## config.mk

```make
export PLATFORM = sky130hd
export DESIGN_NAME = array_reverse_ctrl
export DESIGN_NICKNAME = d
export VERILOG_FILES = /design/src/rtl/rev_pkg.sv /design/src/rtl/rev_frame_buf.sv /design/src/rtl/array_reverse_ctrl.sv
export SDC_FILE = /design/constraint.sdc
export NUM_CORES = 1
export LEC_CHECK = 0
export BUFFER_PORTS_ARGS = -buffer_cell sky130_fd_sc_hd__buf_2
export CORE_MARGIN = 5
export CORE_UTILIZATION = 30
export CTS_BUF_LIST = sky130_fd_sc_hd__clkbuf_8
export DETAILED_ROUTE_END_ITERATION = 8
export PLACE_DENSITY_LB_ADDON = 0.12
export SYNTH_ARGS = -nofsm -noshare
export SYNTH_HDL_FRONTEND = slang
export SYNTH_SLANG_ARGS = --single-unit
```

## constraint.sdc

```tcl
create_clock -name clk -period 2.75 [get_ports clk]
set_clock_uncertainty 0.05 [all_clocks]
set_input_delay 0.275 -clock clk [delete_from_list [all_inputs] [get_ports clk]]
set_output_delay 0.275 -clock clk [all_outputs]
set_load 0.02 [all_outputs]
```

## src/rtl/rev_pkg.sv

```systemverilog
// Shared constants for the array reverse controller: FSM state encoding
// and default frame geometry.
package rev_pkg;

  localparam int unsigned DEF_N     = 5;
  localparam int unsigned DEF_WIDTH = 8;

  localparam logic [0:0] LOAD  = 1'b0;
  localparam logic [0:0] DRAIN = 1'b1;

endpackage

```

## src/rtl/rev_frame_buf.sv

```systemverilog
// Frame storage: N x WIDTH registers, one synchronous write port and one
// combinational read port. Contents are not reset.
//   clk    - clock
//   we     - write enable
//   waddr  - write index
//   wdata  - write data
//   raddr  - read index
//   rdata  - combinational read of the addressed register
module rev_frame_buf #(
  parameter int unsigned N     = 5,
  parameter int unsigned WIDTH = 8,
  parameter int unsigned IW    = $clog2(N)
) (
  input  logic             clk,
  input  logic             we,
  input  logic [IW-1:0]    waddr,
  input  logic [WIDTH-1:0] wdata,
  input  logic [IW-1:0]    raddr,
  output logic [WIDTH-1:0] rdata
);

  logic [WIDTH-1:0] mem [0:N-1];

  // Write port
  always_ff @(posedge clk) begin
    if (we) begin
      mem[waddr] <= wdata;
    end
  end

  // Read port
  assign rdata = mem[raddr];

endmodule

```

## src/rtl/array_reverse_ctrl.sv

```systemverilog
// Array reverse controller: collects N elements in LOAD, then emits them
// in reverse order in DRAIN. Input and output phases never overlap.
//   clk, rst             - clock, synchronous active-high reset
//   in_valid/in_ready    - upstream handshake, in_data element
//   out_valid/out_ready  - downstream handshake, out_data element
//   out_last             - presented element is the last of the frame
//   frame_done           - one-cycle pulse after the frame has drained
//   busy                 - high while in DRAIN
module array_reverse_ctrl
  import rev_pkg::*;
#(
  parameter int unsigned N     = DEF_N,
  parameter int unsigned WIDTH = DEF_WIDTH
) (
  input  logic             clk,
  input  logic             rst,
  input  logic             in_valid,
  output logic             in_ready,
  input  logic [WIDTH-1:0] in_data,
  output logic             out_valid,
  input  logic             out_ready,
  output logic [WIDTH-1:0] out_data,
  output logic             out_last,
  output logic             frame_done,
  output logic             busy
);

  localparam int unsigned  IW       = $clog2(N);
  localparam logic [IW-1:0] LAST_IDX = IW'(N - 1);

  logic [0:0]    state_q,  state_d;
  logic [IW-1:0] wr_idx_q, wr_idx_d;
  logic [IW-1:0] rd_idx_q, rd_idx_d;
  logic          done_q,   done_d;
  logic          wr_en;

  // State and index registers
  always_ff @(posedge clk) begin
    if (rst) begin
      state_q  <= LOAD;
      wr_idx_q <= '0;
      rd_idx_q <= '0;
      done_q   <= 1'b0;
    end else begin
      state_q  <= state_d;
      wr_idx_q <= wr_idx_d;
      rd_idx_q <= rd_idx_d;
      done_q   <= done_d;
    end
  end

  // Next-state and index update
  always_comb begin
    state_d  = state_q;
    wr_idx_d = wr_idx_q;
    rd_idx_d = rd_idx_q;
    done_d   = 1'b0;
    wr_en    = 1'b0;
    case (state_q)
      LOAD: begin
        if (in_valid) begin
          wr_en = 1'b1;
          if (wr_idx_q == LAST_IDX) begin
            state_d  = DRAIN;
            wr_idx_d = '0;
            rd_idx_d = LAST_IDX;
          end else begin
            wr_idx_d = wr_idx_q + IW'(1);
          end
        end
      end
      DRAIN: begin
        if (out_ready) begin
          if (rd_idx_q == '0) begin
            state_d = LOAD;
            done_d  = 1'b1;
          end else begin
            rd_idx_d = rd_idx_q - IW'(1);
          end
        end
      end
      default: state_d = LOAD;
    endcase
  end

  // Handshake outputs decode directly from the registered state
  assign in_ready   = (state_q == LOAD);
  assign out_valid  = (state_q == DRAIN);
  assign busy       = (state_q == DRAIN);
  assign out_last   = (state_q == DRAIN) && (rd_idx_q == '0);
  assign frame_done = done_q;

  rev_frame_buf #(
    .N     (N),
    .WIDTH (WIDTH),
    .IW    (IW)
  ) u_buf (
    .clk   (clk),
    .we    (wr_en),
    .waddr (wr_idx_q),
    .wdata (in_data),
    .raddr (rd_idx_q),
    .rdata (out_data)
  );

endmodule

```

### Yosys cells after proc, flatten, opt, wreduce, memory -nomap -nowiden

Memory sizes are Yosys's and may differ from the RTL's. A register that Yosys moved wholly into a read port is not among the register bits.
Index checks and enable logic that the tools add are counted.
Widths: inputs -> output; s select.

| operators by class | value |
|---|---|
| add/subtract/negate cells | 2 |
| eq/ne operators | 5 |
| multiplexer cells | 18 |
| bitwise logic cells | 2 |
| reduce and logical (&&, ||, !) cells | 5 |

Operator list:

| cell | number |
|---|---|
| $mux 3 | 7 |
| $mux 1 | 9 |
| $ne 2x2->1 const B | 3 |
| $pmux 3 s2 | 1 |
| $reduce_and 4->1 | 1 |
| $add 3x1->3 const B | 1 |
| $eq 3x3->1 const B | 1 |
| $logic_not 3->1 | 1 |
| $reduce_or 3->1 | 1 |
| $sub 3x1->3 const B | 1 |
| $ne 2x1->1 const B | 1 |
| $not 1->1 | 2 |
| $pmux 1 s2 | 1 |
| $reduce_and 2->1 | 1 |
| $logic_and 1x1->1 | 1 |

| storage, ports and cells | value |
|---|---|
| register bits after elaboration | 8 |
| bits in writable memories | 40 |
| input port bits | 12 |
| logic and storage cells | 37 |
| memories | 1 |

Memory list:

| name | depth | width | read ports | clocked after Yosys merged registers in | wr ports | RTL line | RTL |
|---|---|---|---|---|---|---|---|
| u_buf.mem | 5 | 8 | 1 | 1 | 1 | rev_frame_buf.sv:22 | `logic [WIDTH-1:0] mem [0:N-1];` |

### Longest topological paths before layout

| depth | value |
|---|---|
| word-level depth | 6 |
| depth in mapped cells | 5 |
| gate-level depth less buffers | 5 |

### Modules after synthesis

From an unflattened synthesis, not the netlist that was laid out.

| unflattened totals | value |
|---|---|
| cell total of the unflattened synthesis | 142 |
| area, all modules | 2,068.2 um^2 |

By module, submodules not included:

| module | instances | cells an instance | area each (um^2) | seq. area each (um^2) |
|---|---|---|---|---|
| rev_frame_buf | 1 | 94 | 1,614.0 | 1,201.2 |
| array_reverse_ctrl | 1 | 48 | 454.2 | 160.2 |

### Worst setup path before layout

No wires, ideal clock.

| path | value |
|---|---|
| kind | register to register |
| start | register state_q (netlist: busy) |
| end | memory u_buf.mem[0][0], enable pin |
| library setup time | 395 ps |
| arrival | 1,471 ps |
| slack | 834 ps |
| cell stages (with the launch flop) | 3 |
| path buffers | 0 |
| period minus slack after synthesis | 1,916 ps |
| path through | dfxtp_1 > nand2b_1 > nor4_1 |

| between the ends | value |
|---|---|
| word-level cells in the longest chain between the ends | 3 |

Ends and longest elaborated chain:

| item | RTL line | RTL |
|---|---|---|
| start, declared | array_reverse_ctrl.sv:31 | `logic [0:0] state_q, state_d;` |
| start signal, assigned | array_reverse_ctrl.sv:45 | `state_q <= state_d;` |
| $mux 1 | array_reverse_ctrl.sv:59 | `case (state_q)` |
| $mux 1 | rev_frame_buf.sv:26 | `if (we) begin` |
| $mux 1 (not written as such) | rev_frame_buf.sv:27 | `mem[waddr] <= wdata;` |
| end, declared | rev_frame_buf.sv:22 |  |

Every way passes these cells.

==> key figures <==
Clocking
  • CTS tree: done
  • Bufs on Longest Clock Path: 2
  • PostCTS Resize Cnt: 0
  • CTS sink cnt: 51
  • Buffer count from post-CTS setup fixing: 0
  • Clk_lat worst skew: 300 ps
  • H-tree Lvls: 2
  • CTS hold repair buffers: 0
  • Clock transition at path regs: 90 ps
  • Root Buffer: clkbuf_8
  • CTS Buf Count: 5

Cells and area
  • Net count, final: 165
  • Fraction of layout instances using a drive strength above 1: 0.3467
  • Area Overhead vs Synth: 16.46%
  • Filler cells: 650
  • # diodes: 0

Place
  • Pre-CTS WS: 708.1 ps
  • Placer's final routability congestion estimate: 0.7759
  • Number of I/O port buffers: 24
  • DP Wirelength: 2606 um

Critical path
  • Critical path arrival: 2010 ps
  • Worst Setup Start Kind: register
  • Setup crit end kind: primary output
  • Critical path, cell by cell: mux4_2 -> mux2_2 -> buf_2
  • Critical Path Fanout Max: 8
  • Max incr delay on CP: 690 ps
  • WS Path Type: reg -> out
  • Required @ worst endpoint: 2420 ps
  • Slowest CP cell: dfxtp_1

Detailed routing
  • Uppermost routed layer: met4
  • DR pass1 iterations: 4
  • Via count: 1086
  • Post-DRT Antenna Nets: 0
  • Met2 wire length: 1915 um
  • WL final: 3785 um
  • Wire length on met1: 1669 um
  • Met3 Wirelength: 134 um
  • Routed len/inst: 16.46 um
  • Iteration-0 DRC count of the detailed router: 43
  • Post-DR vias/cell: 4.722
  • DRC Markers: 0

Global routing
  • Antenna violations before repair: 0
  • Largest net degree at the start of global routing: 17
  • All-Layer GR Usage: 0.09690
  • Vias in the first global route: 1131
  • Grt total ovfl: 0
  • First-pass GRT wire length: 6092 um

Floorplanning
  • Core area: 0.006681 mm2
  • # IOs: 25
  • DIE AREA: 0.008481 mm2
  • Starting Density: 0.3026
  • Die width: 92.10 um
  • Placement row count: 30
  • Die H: 92.10 um

Logic synthesis
  • Synth cell types: 30
  • Synth area leader: edfxtp_1
  • Synthesis Warnings: 0
  • Ys async rst share: 0
  • Top cell type's share of synthesized area: 0.5941
  • Synth top area cells: edfxtp_1, dfxtp_1, mux4_2, mux2_2, ha_1
  • Cells after synthesis: 119
  • Register area share after synthesis: 0.7030
  • Net count after synthesis: 135
  • Synthesized flop and latch total: 51
  • Mapped cell area: 0.002022 mm2
  • Predominant post-synthesis flop cell: edfxtp_1
  • Post-Synthesis Mean Instance Area: 16.99 um2
  • EDFF count, synth: 40

STA
  • Final setup viols: 0
  • Final Hold Fails: 0
  • Slew Limit Fails: 0
  • Unrepaired setup endpoints after global routing: false
  • Setup TNS: 0 ps
  • Max transition margin: 0.6204
  • Peak Freq: 428.8 MHz
  • Period minus WS final: 2332 ps
  • Final period utilization: 0.8480
  • Worst setup margin: 418.1 ps
  • Slew @ Worst Pin: 568.6 ps

Worst hold path
  • Class of the worst hold path: in -> reg

Power and ir drop
  • Pwr dens: 628.5 mW/mm2
  • VDD IR max: 0.0001612 V
  • Leakage power: 0.8010 nW

Run status
  • Outcome: finished, final reports clean

Job
  • Number of max-cap violations: 0
-- layout by cell type (no fill, tap or decap), types with 2 or more instances in the layout --
cell type  synthesis  final
dfxtp_1           11     11
nor3_1             2      2
o21ai_0            2      2
clkbuf_8           0      5
ha_1               4      4
or3_1              2      2
o211ai_1           2      2
buf_2              0     24
buf_4              1      4
edfxtp_1          40     40
a21oi_1            7      7
mux2_2             8      8
inv_1              6      6
nor4_1             2      2
mux4_2             8      8
and3b_1            2      2
a221oi_1           2      2
nor2b_1            2      2
nand2_1            4      4
-- routing by layer --
layer	global-route usage	vias up
li1	-	521
met1	0.1162	544
met2	0.1588	16
met3	0.03281	5
met4	0.04084	0
met5	0	-
-- path summary, 6_finish.rpt --
check | start | end | slack [ps] | depth (start not counted)
worst min-delay path | in_data[7] | u_buf.mem[2][7]$_DFFE_PP_ | 140 | 1
worst max-delay path | register | out_data[6] | 420 | 3
worst min register to register | rd_idx_q[2]$_SDFFE_PP0P_ | register | 490 | 2
worst max register to register | busy$_SDFF_PP0_ | u_buf.mem[4][0]$_DFFE_PP_ | 1020 | 2
-- per-stage QoR --
stage | total power, mW | area (um2) | hold slack (ps) | instances | utilization
after CTS | 1.501 | 2355 | 134.9 | 230 | 0.3524
after detailed placement | 0.9837 | 2242 | 458.3 | 222 | 0.3356
after floorplan | 0.9391 | 2022 | 323.9 | 119 | -
after global placement | 0.9806 | 2242 | 452.1 | 222 | 0.3356
after global routing | 1.548 | 2355 | 127.8 | 230 | 0.3524
final | 1.480 | 2355 | 143.4 | 230 | 0.3524
-- final cells by class --
type | instances | area [um2] | area share
inverters | 6 | 22.52 | 0.009564
multi-input cells | 57 | 548.0 | 0.2327
well taps | 80 | 100.1 | 0.04251
clock buffers | 5 | 68.82 | 0.02922
clock inverters | 3 | 43.79 | 0.01860
flip-flops and latches | 51 | 1421 | 0.6036
repair buffers | 28 | 150.1 | 0.06376
-- critical path, delay by kind of cell, from the launching register on --
family | cells | cell delay (ps)
buffers and inverters | 1 | 160
flip-flops | 1 | 690
multiplexers | 2 | 860
-- synth_stat cells (all sizes together) (2+ instances only) --
| cell | n |
|---|---|
| nand2 | 4 |
| o21ai | 2 |
| buf | 3 |
| or3 | 2 |
| mux2 | 8 |
| and3b | 2 |
| o211ai | 2 |
| inv | 6 |
| nor4 | 2 |
| dfxtp | 11 |
| nor2b | 2 |
| ha | 4 |
| nor3 | 2 |
| edfxtp | 40 |
| clkbuf | 2 |
| a21oi | 7 |
| a221oi | 2 |
| mux4 | 8 |
-- registers in the layout (all words and copies together), names as in the netlist, named ones only --
| register | cells |
|---|---|
| u_buf.mem | 40 |
| rd_idx_q | 3 |
| wr_idx_q | 3 |
| busy | 1 |
| frame_done | 1 |
-- cell families after synthesis --
group | after synthesis | share of synthesized area
AOI/OAI and AO/OA | 15 | 0.04579
muxes | 16 | 0.1337
and+or+nand+nor | 21 | 0.06250
DFF | 51 | 0.7030
buffers and inverters | 11 | 0.02599
xor gates and xnor gates | 1 | 0.004332
adders and majority gates | 4 | 0.02475
-- power breakdown --
| group | internal (mW) | total [mW] | leakage [nW] | switching [mW] |
|---|---|---|---|---|
| clock network | 0.271 | 0.516 | 0.0581 | 0.245 |
| logic | 0.0412 | 0.0979 | 0.288 | 0.0567 |
| registers | 0.857 | 0.866 | 0.455 | 0.00903 |
No activity file was read; power rests on OpenSTA's default activity.
